`src/rtl/voice_allocator.sv`:
```
// Voice allocator: scans the voice table for a retrigger/free/oldest voice and
// issues note-on/off register strobes. Build option: VOICE_STEAL_EN (steal oldest when full).

module voice_slot #(
  parameter int AGE_W = 8
) (
  input  logic             sysclk,
  input  logic             reset,
  input  logic             commit,
  input  logic             hit,
  input  logic             set_on,
  input  logic [6:0]       new_key,
  output logic             active,
  output logic [6:0]       key,
  output logic [AGE_W-1:0] age
);
  always_ff @(posedge sysclk) begin
    if (reset) begin
      active <= 1'b0;
      key    <= '0;
      age    <= '0;
    end else if (commit) begin
      if (hit) begin
        active <= set_on;
        if (set_on) begin
          key <= new_key;
          age <= '0;
        end
      end else if (set_on && active && age != {AGE_W{1'b1}}) begin
        age <= age + 1'b1;
      end
    end
  end
endmodule

module voice_allocator #(
  parameter int VOICES  = 8,
  parameter int V_WIDTH = 3,
  parameter int AGE_W   = 8
) (
  input  logic               sysclk,
  input  logic               reset,
  input  logic               ev_valid,
  output logic               ev_ready,
  input  logic               ev_on,
  input  logic [6:0]         ev_key,
  input  logic [6:0]         ev_vel,
  output logic               reg_note_on,
  output logic               reg_note_off,
  output logic [V_WIDTH-1:0] reg_cur_key_adr,
  output logic [7:0]         reg_cur_vel_on,
  output logic [6:0]         reg_cur_key,
  output logic [VOICES-1:0]  voices_active,
  output logic               ev_dropped
);
  typedef enum logic [1:0] {IDLE, SCAN, SETUP, STROBE} state_t;
  state_t state, state_n;

  logic                          op_on;
  logic [6:0]                    op_key, op_vel;
  logic [V_WIDTH-1:0]            scan_idx;
  logic                          last;
  logic                          m_found, m_found_n, f_found, f_found_n;
  logic [V_WIDTH-1:0]            m_idx, m_idx_n, f_idx, f_idx_n, tgt;
  logic                          drop_n, drop_q, commit;
  logic [VOICES-1:0][6:0]        slot_key;
  logic [VOICES-1:0][AGE_W-1:0]  slot_age;

  assign last   = (scan_idx == V_WIDTH'(VOICES-1));
  assign commit = (state == SCAN) && last && !drop_n;

  for (genvar i = 0; i < VOICES; i++) begin : g_slot
    voice_slot #(.AGE_W(AGE_W)) u_slot (
      .sysclk  (sysclk),
      .reset   (reset),
      .commit  (commit),
      .hit     (tgt == V_WIDTH'(i)),
      .set_on  (op_on),
      .new_key (op_key),
      .active  (voices_active[i]),
      .key     (slot_key[i]),
      .age     (slot_age[i])
    );
  end

  // Trackers including the voice under the scan pointer this cycle.
  always_comb begin
    m_found_n = m_found;
    m_idx_n   = m_idx;
    f_found_n = f_found;
    f_idx_n   = f_idx;
    if (!m_found && voices_active[scan_idx] && slot_key[scan_idx] == op_key) begin
      m_found_n = 1'b1;
      m_idx_n   = scan_idx;
    end
    if (!f_found && !voices_active[scan_idx]) begin
      f_found_n = 1'b1;
      f_idx_n   = scan_idx;
    end
  end

`ifdef VOICE_STEAL_EN
  logic [V_WIDTH-1:0] o_idx, o_idx_n;
  logic [AGE_W-1:0]   o_age, o_age_n;

  // Strict compare keeps ties on the lowest index.
  always_comb begin
    o_idx_n = o_idx;
    o_age_n = o_age;
    if (scan_idx == '0 || slot_age[scan_idx] > o_age) begin
      o_idx_n = scan_idx;
      o_age_n = slot_age[scan_idx];
    end
  end

  always_ff @(posedge sysclk) begin
    if (reset) begin
      o_idx <= '0;
      o_age <= '0;
    end else if (state == SCAN) begin
      o_idx <= o_idx_n;
      o_age <= o_age_n;
    end
  end
`else
  logic unused_age;
  assign unused_age = ^slot_age;
`endif

  always_comb begin
    tgt    = m_idx_n;
    drop_n = 1'b0;
    if (m_found_n) begin
      tgt = m_idx_n;
    end else if (op_on && f_found_n) begin
      tgt = f_idx_n;
    end else if (op_on) begin
`ifdef VOICE_STEAL_EN
      tgt = o_idx_n;
`else
      drop_n = 1'b1;
`endif
    end else begin
      drop_n = 1'b1;
    end
  end

  always_comb begin
    state_n = state;
    case (state)
      IDLE:    if (ev_valid) state_n = SCAN;
      SCAN:    if (last) state_n = SETUP;
      SETUP:   state_n = drop_q ? IDLE : STROBE;
      STROBE:  state_n = IDLE;
      default: state_n = IDLE;
    endcase
  end

  // The decision is committed on the edge into SETUP so the table and the
  // register outputs are already valid for the whole SETUP cycle.
  always_ff @(posedge sysclk) begin
    if (reset) begin
      state           <= IDLE;
      op_on           <= 1'b0;
      op_key          <= '0;
      op_vel          <= '0;
      scan_idx        <= '0;
      m_found         <= 1'b0;
      m_idx           <= '0;
      f_found         <= 1'b0;
      f_idx           <= '0;
      drop_q          <= 1'b0;
      reg_cur_key_adr <= '0;
      reg_cur_key     <= '0;
      reg_cur_vel_on  <= '0;
    end else begin
      state <= state_n;
      case (state)
        IDLE: if (ev_valid) begin
          op_on    <= ev_on && (ev_vel != 7'd0);
          op_key   <= ev_key;
          op_vel   <= ev_vel;
          scan_idx <= '0;
          m_found  <= 1'b0;
          f_found  <= 1'b0;
        end
        SCAN: begin
          scan_idx <= scan_idx + 1'b1;
          m_found  <= m_found_n;
          m_idx    <= m_idx_n;
          f_found  <= f_found_n;
          f_idx    <= f_idx_n;
          if (last) begin
            drop_q <= drop_n;
            if (!drop_n) begin
              reg_cur_key_adr <= tgt;
              reg_cur_key     <= op_key;
              if (op_on) reg_cur_vel_on <= {op_vel, op_vel[6]};
            end
          end
        end
        default: ;
      endcase
    end
  end

  assign ev_ready     = (state == IDLE);
  assign reg_note_on  = (state == STROBE) && op_on;
  assign reg_note_off = (state == STROBE) && !op_on;
  assign ev_dropped   = (state == SETUP) && drop_q;
endmodule

```
`config.mk`:
```
export PLATFORM = sky130hd
export DESIGN_NAME = voice_allocator
export DESIGN_NICKNAME = d
export VERILOG_FILES = /design/src/rtl/voice_allocator.sv
export SDC_FILE = /design/constraint.sdc
export NUM_CORES = 1
export LEC_CHECK = 0
export CAP_MARGIN = 40
export CORE_ASPECT_RATIO = 0.75
export CORE_UTILIZATION = 45
export CTS_CLUSTER_DIAMETER = 60
export DETAILED_ROUTE_END_ITERATION = 12
export DONT_BUFFER_PORTS = 1
export PLACE_DENSITY = 0.61
export SLEW_MARGIN = 20
export SYNTH_ARGS = -nofsm -noshare
export SYNTH_HDL_FRONTEND = slang
export SYNTH_SLANG_ARGS = --single-unit
```
`constraint.sdc`:
```
create_clock -name sysclk -period 3.23 [get_ports sysclk]
set_clock_uncertainty 0.05 [all_clocks]
set_input_delay 0 -clock sysclk [delete_from_list [all_inputs] [get_ports sysclk]]
set_output_delay 0 -clock sysclk [all_outputs]
set_load 0.005 [all_outputs]
```
**Yosys cells after proc, flatten, opt, wreduce, memory -nomap -nowiden**

Cells that the tools add are included.

- Register bits: 111
- Latch bits: 0
- RAM bits: 0
- ROM bits: 0
- Output and inout port bits: 30
- Memories: 0

- Add/sub/neg operators: 1
- Multipliers: 0
- Div/mod/pow operators: 0
- Magnitude comparators: 1
- Equal/unequal tests: 14
- Shift operators: 0
- Mux-type cells: 21
- Bitwise gates (word level): 1
- Reduce and logical (&&, ||, !) cells: 41

Operators with widths:

| kind | count |
|---|---|
| 3-bit AND reduction | 9 |
| 2-bit AND reduction | 12 |
| 7-bit binary-select mux with 3-bit select | 1 |
| 3-bit == test (second input constant) | 5 |
| 3-bit two-way mux | 5 |
| 1-bit logical AND | 10 |
| 2-bit case mux with 4 select lines | 1 |
| 7-bit == test | 1 |
| 7-bit two-way mux | 1 |
| 7-bit nonzero test | 1 |
| 3-bit by 2-bit == test with 1-bit output (second input constant) | 2 |
| 1-bit two-way mux | 6 |
| 2-bit two-way mux | 3 |
| 3-bit case mux with 2 select lines | 1 |
| 1-bit logical NOT | 5 |
| 2-bit == test (second input constant) | 2 |
| 3-bit by 4-bit less-than comparator with 1-bit output (second input constant) | 1 |
| 2-bit != test (second input constant) | 2 |
| 1-bit case mux with 2 select lines | 2 |
| 4-bit AND reduction | 1 |
| 3-bit by 1-bit adder with 3-bit output (second input constant) | 1 |
| 1-bit binary-select mux with 3-bit select | 1 |
| 3-bit by 1-bit == test with 1-bit output (second input constant) | 1 |
| 3-bit logical NOT | 1 |
| other kinds (4) | 4 |

**Logic depth before layout (Yosys ltp)**

- Depth in word-level cells: 11
- Depth in mapped cells: 11
- Gate-level depth less buffers: 9

**By module**

From an unflattened synthesis, not the netlist that was laid out.

- Cells, all modules: 1063
- Area total of the unflattened synthesis: 9092.5 um2

Modules (own cells, without submodules):

| module | instances | cells each | area an instance (um2) | sequential area each (um2) |
|---|---|---|---|---|
| voice_slot | 8 | 91 | 787.0 | 320.3 |
| voice_allocator | 1 | 335 | 2796.4 | 920.9 |

**Worst setup path after synthesis**

Ideal clock, no wire load.

- Path type: reg2reg
- Start point: register scan_idx[0]
- End point: register g_slot[3].u_slot.key[0]
- Setup time: 0.072 ns
- Arrival: 2.557 ns
- Path slack: 0.551 ns
- Cell stages (with the launch flop): 10
- Path buffers: 2
- Period minus slack after synthesis: 2.679 ns
- Cell sequence: dfxtp_1 > buf_2 > mux4_2 > mux2i_1 > xor2_1 > o21ai_1 > nor4_4 > buf_6 > mux2i_4 > mux2i_1

- Cells in the longest elaborated chain, start to end: 11
- Elaborated cells between the ends (all ways): 24
- Those cells by class: eq/ne (3); mux (12); reduce/logical (9)

Ends and longest elaborated chain:

| item | line | source |
|---|---|---|
| from (decl) | 61 | `logic [V_WIDTH-1:0] scan_idx;` |
| from (signal assigned) | 188 | `scan_idx <= scan_idx + 1'b1;` |
| parallel branches: the longest is 10 deep, another holds 7-bit binary-select mux with 3-bit select | n/a |  |
| 3-bit AND reduction (no line) * | n/a |  |
| to (signal assigned) | 26 | `key <= new_key;` |
| to (decl) | 14 | `output logic [6:0] key,` |

Every way passes the cells marked *. The select of a mux whose other input is x is not followed.
A chain may end at the register's enable or synchronous reset.

**Final worst setup path**

- Start point: register scan_idx[1]
- End point: register g_slot[0].u_slot.key[2]

- Cells in the longest elaborated chain, start to end: 11
- Elaborated cells between the ends (all ways): 24
- Those cells by class: eq/ne (2); mux (12); reduce/logical (10)

Ends and longest elaborated chain:

| item | line |
|---|---|
| parallel branches: the longest is 10 deep, another holds 7-bit binary-select mux with 3-bit select | n/a |
| 3-bit AND reduction (no line) * | n/a |
| to (signal assigned) | 26 |
| to (decl) | 14 |

Marked as above.

==> out/qor.yml <==
pin_count: 48
synth_mux_area_share_pct: 23.8
overflow: 0
synth_enable_flop_cells: 0
grt_max_degree: 126
start_util_pct: 46.2
row_count: 35
antenna_found_initial: 0
gp_congestion: 0.875
finalPower_mw: 2.71
routed_wl_mm: 14.5
first_iter_violations: 379
cts.reportedPaths.clkPinSlew_ns: 0.07
critPathArrivalTime_ns: 3.30
clockBufferDepth: 2
placed_area_um2: 5730
synth-xor-area-share_pct: 0.155
clock_sinks: 110
post_synth.cell_area_avg_um2: 9.44
critPathMaxStageDelay_ns: 0.63
hold_violations: 0
leakagePower_nw: 2.54
die-area_um2: 13000
slew_headroom_pct: 55.1
die_h_um: 99.1
die_width_um: 132
hold_path.class: "in -> reg"
cpMostUsedCell: "mux2i_1"
whs_ns: 0.0395
outcome: "completed"
via_per_inst: 5.70
grt_pass1_wl_mm: 23.4
synth_fa_ha_area_share_pct: 0.442
crit_type: "reg -> reg"
tightest_slew_ns: 0.672
yosys_warnings: 0
min_period_ns: 3.08
p_per_area_nw_per_um2: 425
drt-pass1-iter-count: 5
clkLatencyLatePin_ns: 0.35
synth_top_family_by_area: "multiplexers"
area_delta_synth_final_pct: 12.5
vias: 4393
layout-drive-gt1-share_pct: 11.6
synth_compound_area_share_pct: 10.3
root_buffer: "clkbuf_16"
placeableCoreArea_um2: 12300
cpMaxStageDelayCell: "mux4_2"
startpoint_type: "register"
ir_drop_mv: 0.277
ys_ff_latch: 110
cts_tree: "yes"
antenna_left: 0
drc_errors: 0
crit_path_end_kind: "register"
critPathMaxFanout: 21
max-cap-violations: 0
syn_inst: 600
grt_pass1_vias: 4328
dp_hpwl_mm: 9.61
syn_area_um2: 5660
crit_path_cell_trace: "mux2i_1, mux4_2, nor2_2, o21ai_2, nor4_4, buf_12, mux2i_2, buf_4, mux2i_1"
rsz0062_at_grt: "false"
seq_area_frac_synth_pct: 38.9
synth.distinct_cells: 52
wl_per_cell_um: 18.8
fmax_mhz: 324
postLayoutCellArea_um2: 6370
nets: 620
ctsHtreeMaxLevel: 3
drv_slew: 0
fin_crit_sh_pct: 95.5
synth-simple-area-share_pct: 20.9
port_buffers: 0
synth_async_sr_flop_share_pct: 0
grtUsageTotal_pct: 23.0
required_ns: 3.45
diodes: 0
setup_violations: 0
cts_buffers: 9
synth-main-ff-cell: "dfxtp_1"
synth_nets: 620
==> metal layers <==
| layer | up-vias | GRT usage, % | share of wire [%] |
|---|---|---|---|
| li1 | 2097 | - | - |
| met1 | 2142 | 31.8 | 48 |
| met2 | 135 | 35.0 | 44 |
| met3 | 19 | 6.78 | 6.7 |
| met4 | 0 | 6.26 | 1.4 |
| met5 | - | 0 | 0 |
==> report_power, final <==
group | internal [mW] | switching (mW) | total [mW] | leakage, nW
logic | 0.0876 | 0.120 | 0.207 | 1.50
clock network | 0.580 | 0.534 | 1.11 | 0.146
registers | 1.37 | 0.0188 | 1.39 | 0.889
==> cell families (layout without fill, tap and decap cells) <==
family | Yosys count | after routing
AND/OR/NAND/NOR | 221 | 221
multiplexers | 120 | 120
flip-flops | 110 | 110
AO/OA/AOI/OAI | 83 | 83
buffers and inverters | 63 | 68
adder cells (fa/ha/maj) | 2 | 2
XOR/XNOR | 1 | 1
==> cells in the final DEF (no fill, tap or decap), types with 3 or more instances in the layout <==
master | Yosys | routed
a221oi_1 | 3 | 3
clkbuf_16 | 0 | 9
a41o_1 | 6 | 6
nand2_1 | 48 | 48
nor2b_1 | 6 | 5
dfxtp_1 | 110 | 109
mux2i_1 | 107 | 107
or2_2 | 3 | 3
o32ai_1 | 3 | 3
a21oi_1 | 27 | 27
nand2b_1 | 90 | 90
o21ai_0 | 5 | 5
buf_4 | 11 | 17
mux2i_4 | 6 | 6
o41ai_1 | 5 | 5
inv_1 | 9 | 9
nor2_1 | 31 | 31
nand3_1 | 10 | 10
nor3_1 | 14 | 14
o22ai_1 | 6 | 6
and3_1 | 4 | 4
buf_12 | 0 | 7
dlygate4sd3_1 | 0 | 16
mux4_2 | 5 | 5
a22oi_1 | 11 | 11
==> worst max-delay path, delay by kind of cell, from the launching register on <==
family	cells	cell delay, ns
mux	4	1.26
flops	1	0.53
simple gates	2	0.53
buf+inv	2	0.50
compound gates	1	0.10
==> layout make-up <==
| cell class | count | area (um2) |
|---|---|---|
| repair buffers | 43 | 472 |
| inverters | 9 | 33.8 |
| multi-input cells | 427 | 3150 |
| clock inverters | 5 | 50.0 |
| well taps | 166 | 208 |
| flip-flops and latches | 110 | 2200 |
| fillers | 1136 | 5890 |
| clock buffers | 11 | 253 |
==> sequential cells by signal, indices dropped and copies added (netlist names), 2 cells and up <==
register and cells:
f_idx 3, g_slot.u_slot.active 8, g_slot.u_slot.key 56, m_idx 3, op_key 7, op_vel 7, reg_cur_key 7, reg_cur_key_adr 3
reg_cur_vel_on 7, scan_idx 3, state 2
==> worst paths after layout <==
| kind | endpoint | slack (ns) | start | cells past startpoint |
|---|---|---|---|---|
| max | g_slot[0].u_slot.key[2]$_SDFFE_PP0P_ | 0.15 | scan_idx[1]$_SDFFE_PP0P_ | 9 |
| min | state[1]$_SDFFE_PP0P_ | 0.04 | reset | 2 |
| max reg2reg | g_slot[0].u_slot.key[2]$_SDFFE_PP0P_ | 0.15 | scan_idx[1]$_SDFFE_PP0P_ | 9 |
| min reg2reg | op_vel[3]$_SDFFE_PP0P_ | 0.41 | op_vel[3]$_SDFFE_PP0P_ | 2 |
==> stage by stage <==
stage | setup WS [ns] | cells | setup TNS [ns] | util, %
floorplan | 0.551 | 600 | 0 | -
global placement | -0.0338 | 729 | -0.348 | 46.7
detailed placement | -0.129 | 729 | -2.15 | 46.7
CTS | 0.0199 | 762 | 0 | 50.8
global route | 0.00749 | 771 | 0 | 51.9
finish | 0.146 | 771 | 0 | 51.9
==> cell usage after synthesis, types with 4 or more instances <==
| cell | n | area (um2) |
|---|---|---|
| inv_1 | 9 | 33.8 |
| a41o_1 | 6 | 60.1 |
| buf_2 | 4 | 20.0 |
| mux2i_1 | 107 | 1070 |
| buf_4 | 11 | 82.6 |
| dfxtp_1 | 110 | 2200 |
| nor2_1 | 31 | 116 |
| o41ai_1 | 5 | 43.8 |
| a21oi_1 | 27 | 135 |
| o22ai_1 | 6 | 37.5 |
| nand2b_1 | 90 | 563 |
| clkbuf_1 | 26 | 97.6 |
| mux2i_4 | 6 | 135 |
| and3_1 | 4 | 25.0 |
| buf_1 | 9 | 33.8 |
| o21ai_0 | 5 | 25.0 |
| a22oi_1 | 11 | 82.6 |
| nor2b_1 | 6 | 37.5 |
| buf_6 | 4 | 45.0 |
| nor3_1 | 14 | 70.1 |
| nand3_1 | 10 | 50.1 |
| mux4_2 | 5 | 113 |
| nand2_1 | 48 | 180 |
==> timing repair <==
item	4_1_cts	5_1_grt
cloned	0	0
hold endpoints to repair	110	0
hold buffers	17	0
pin swaps	0	1
buffers inserted	0	8
gates resized for setup	1	1
setup endpoints to repair	54	57
No activity file was read; power rests on OpenSTA's default activity.
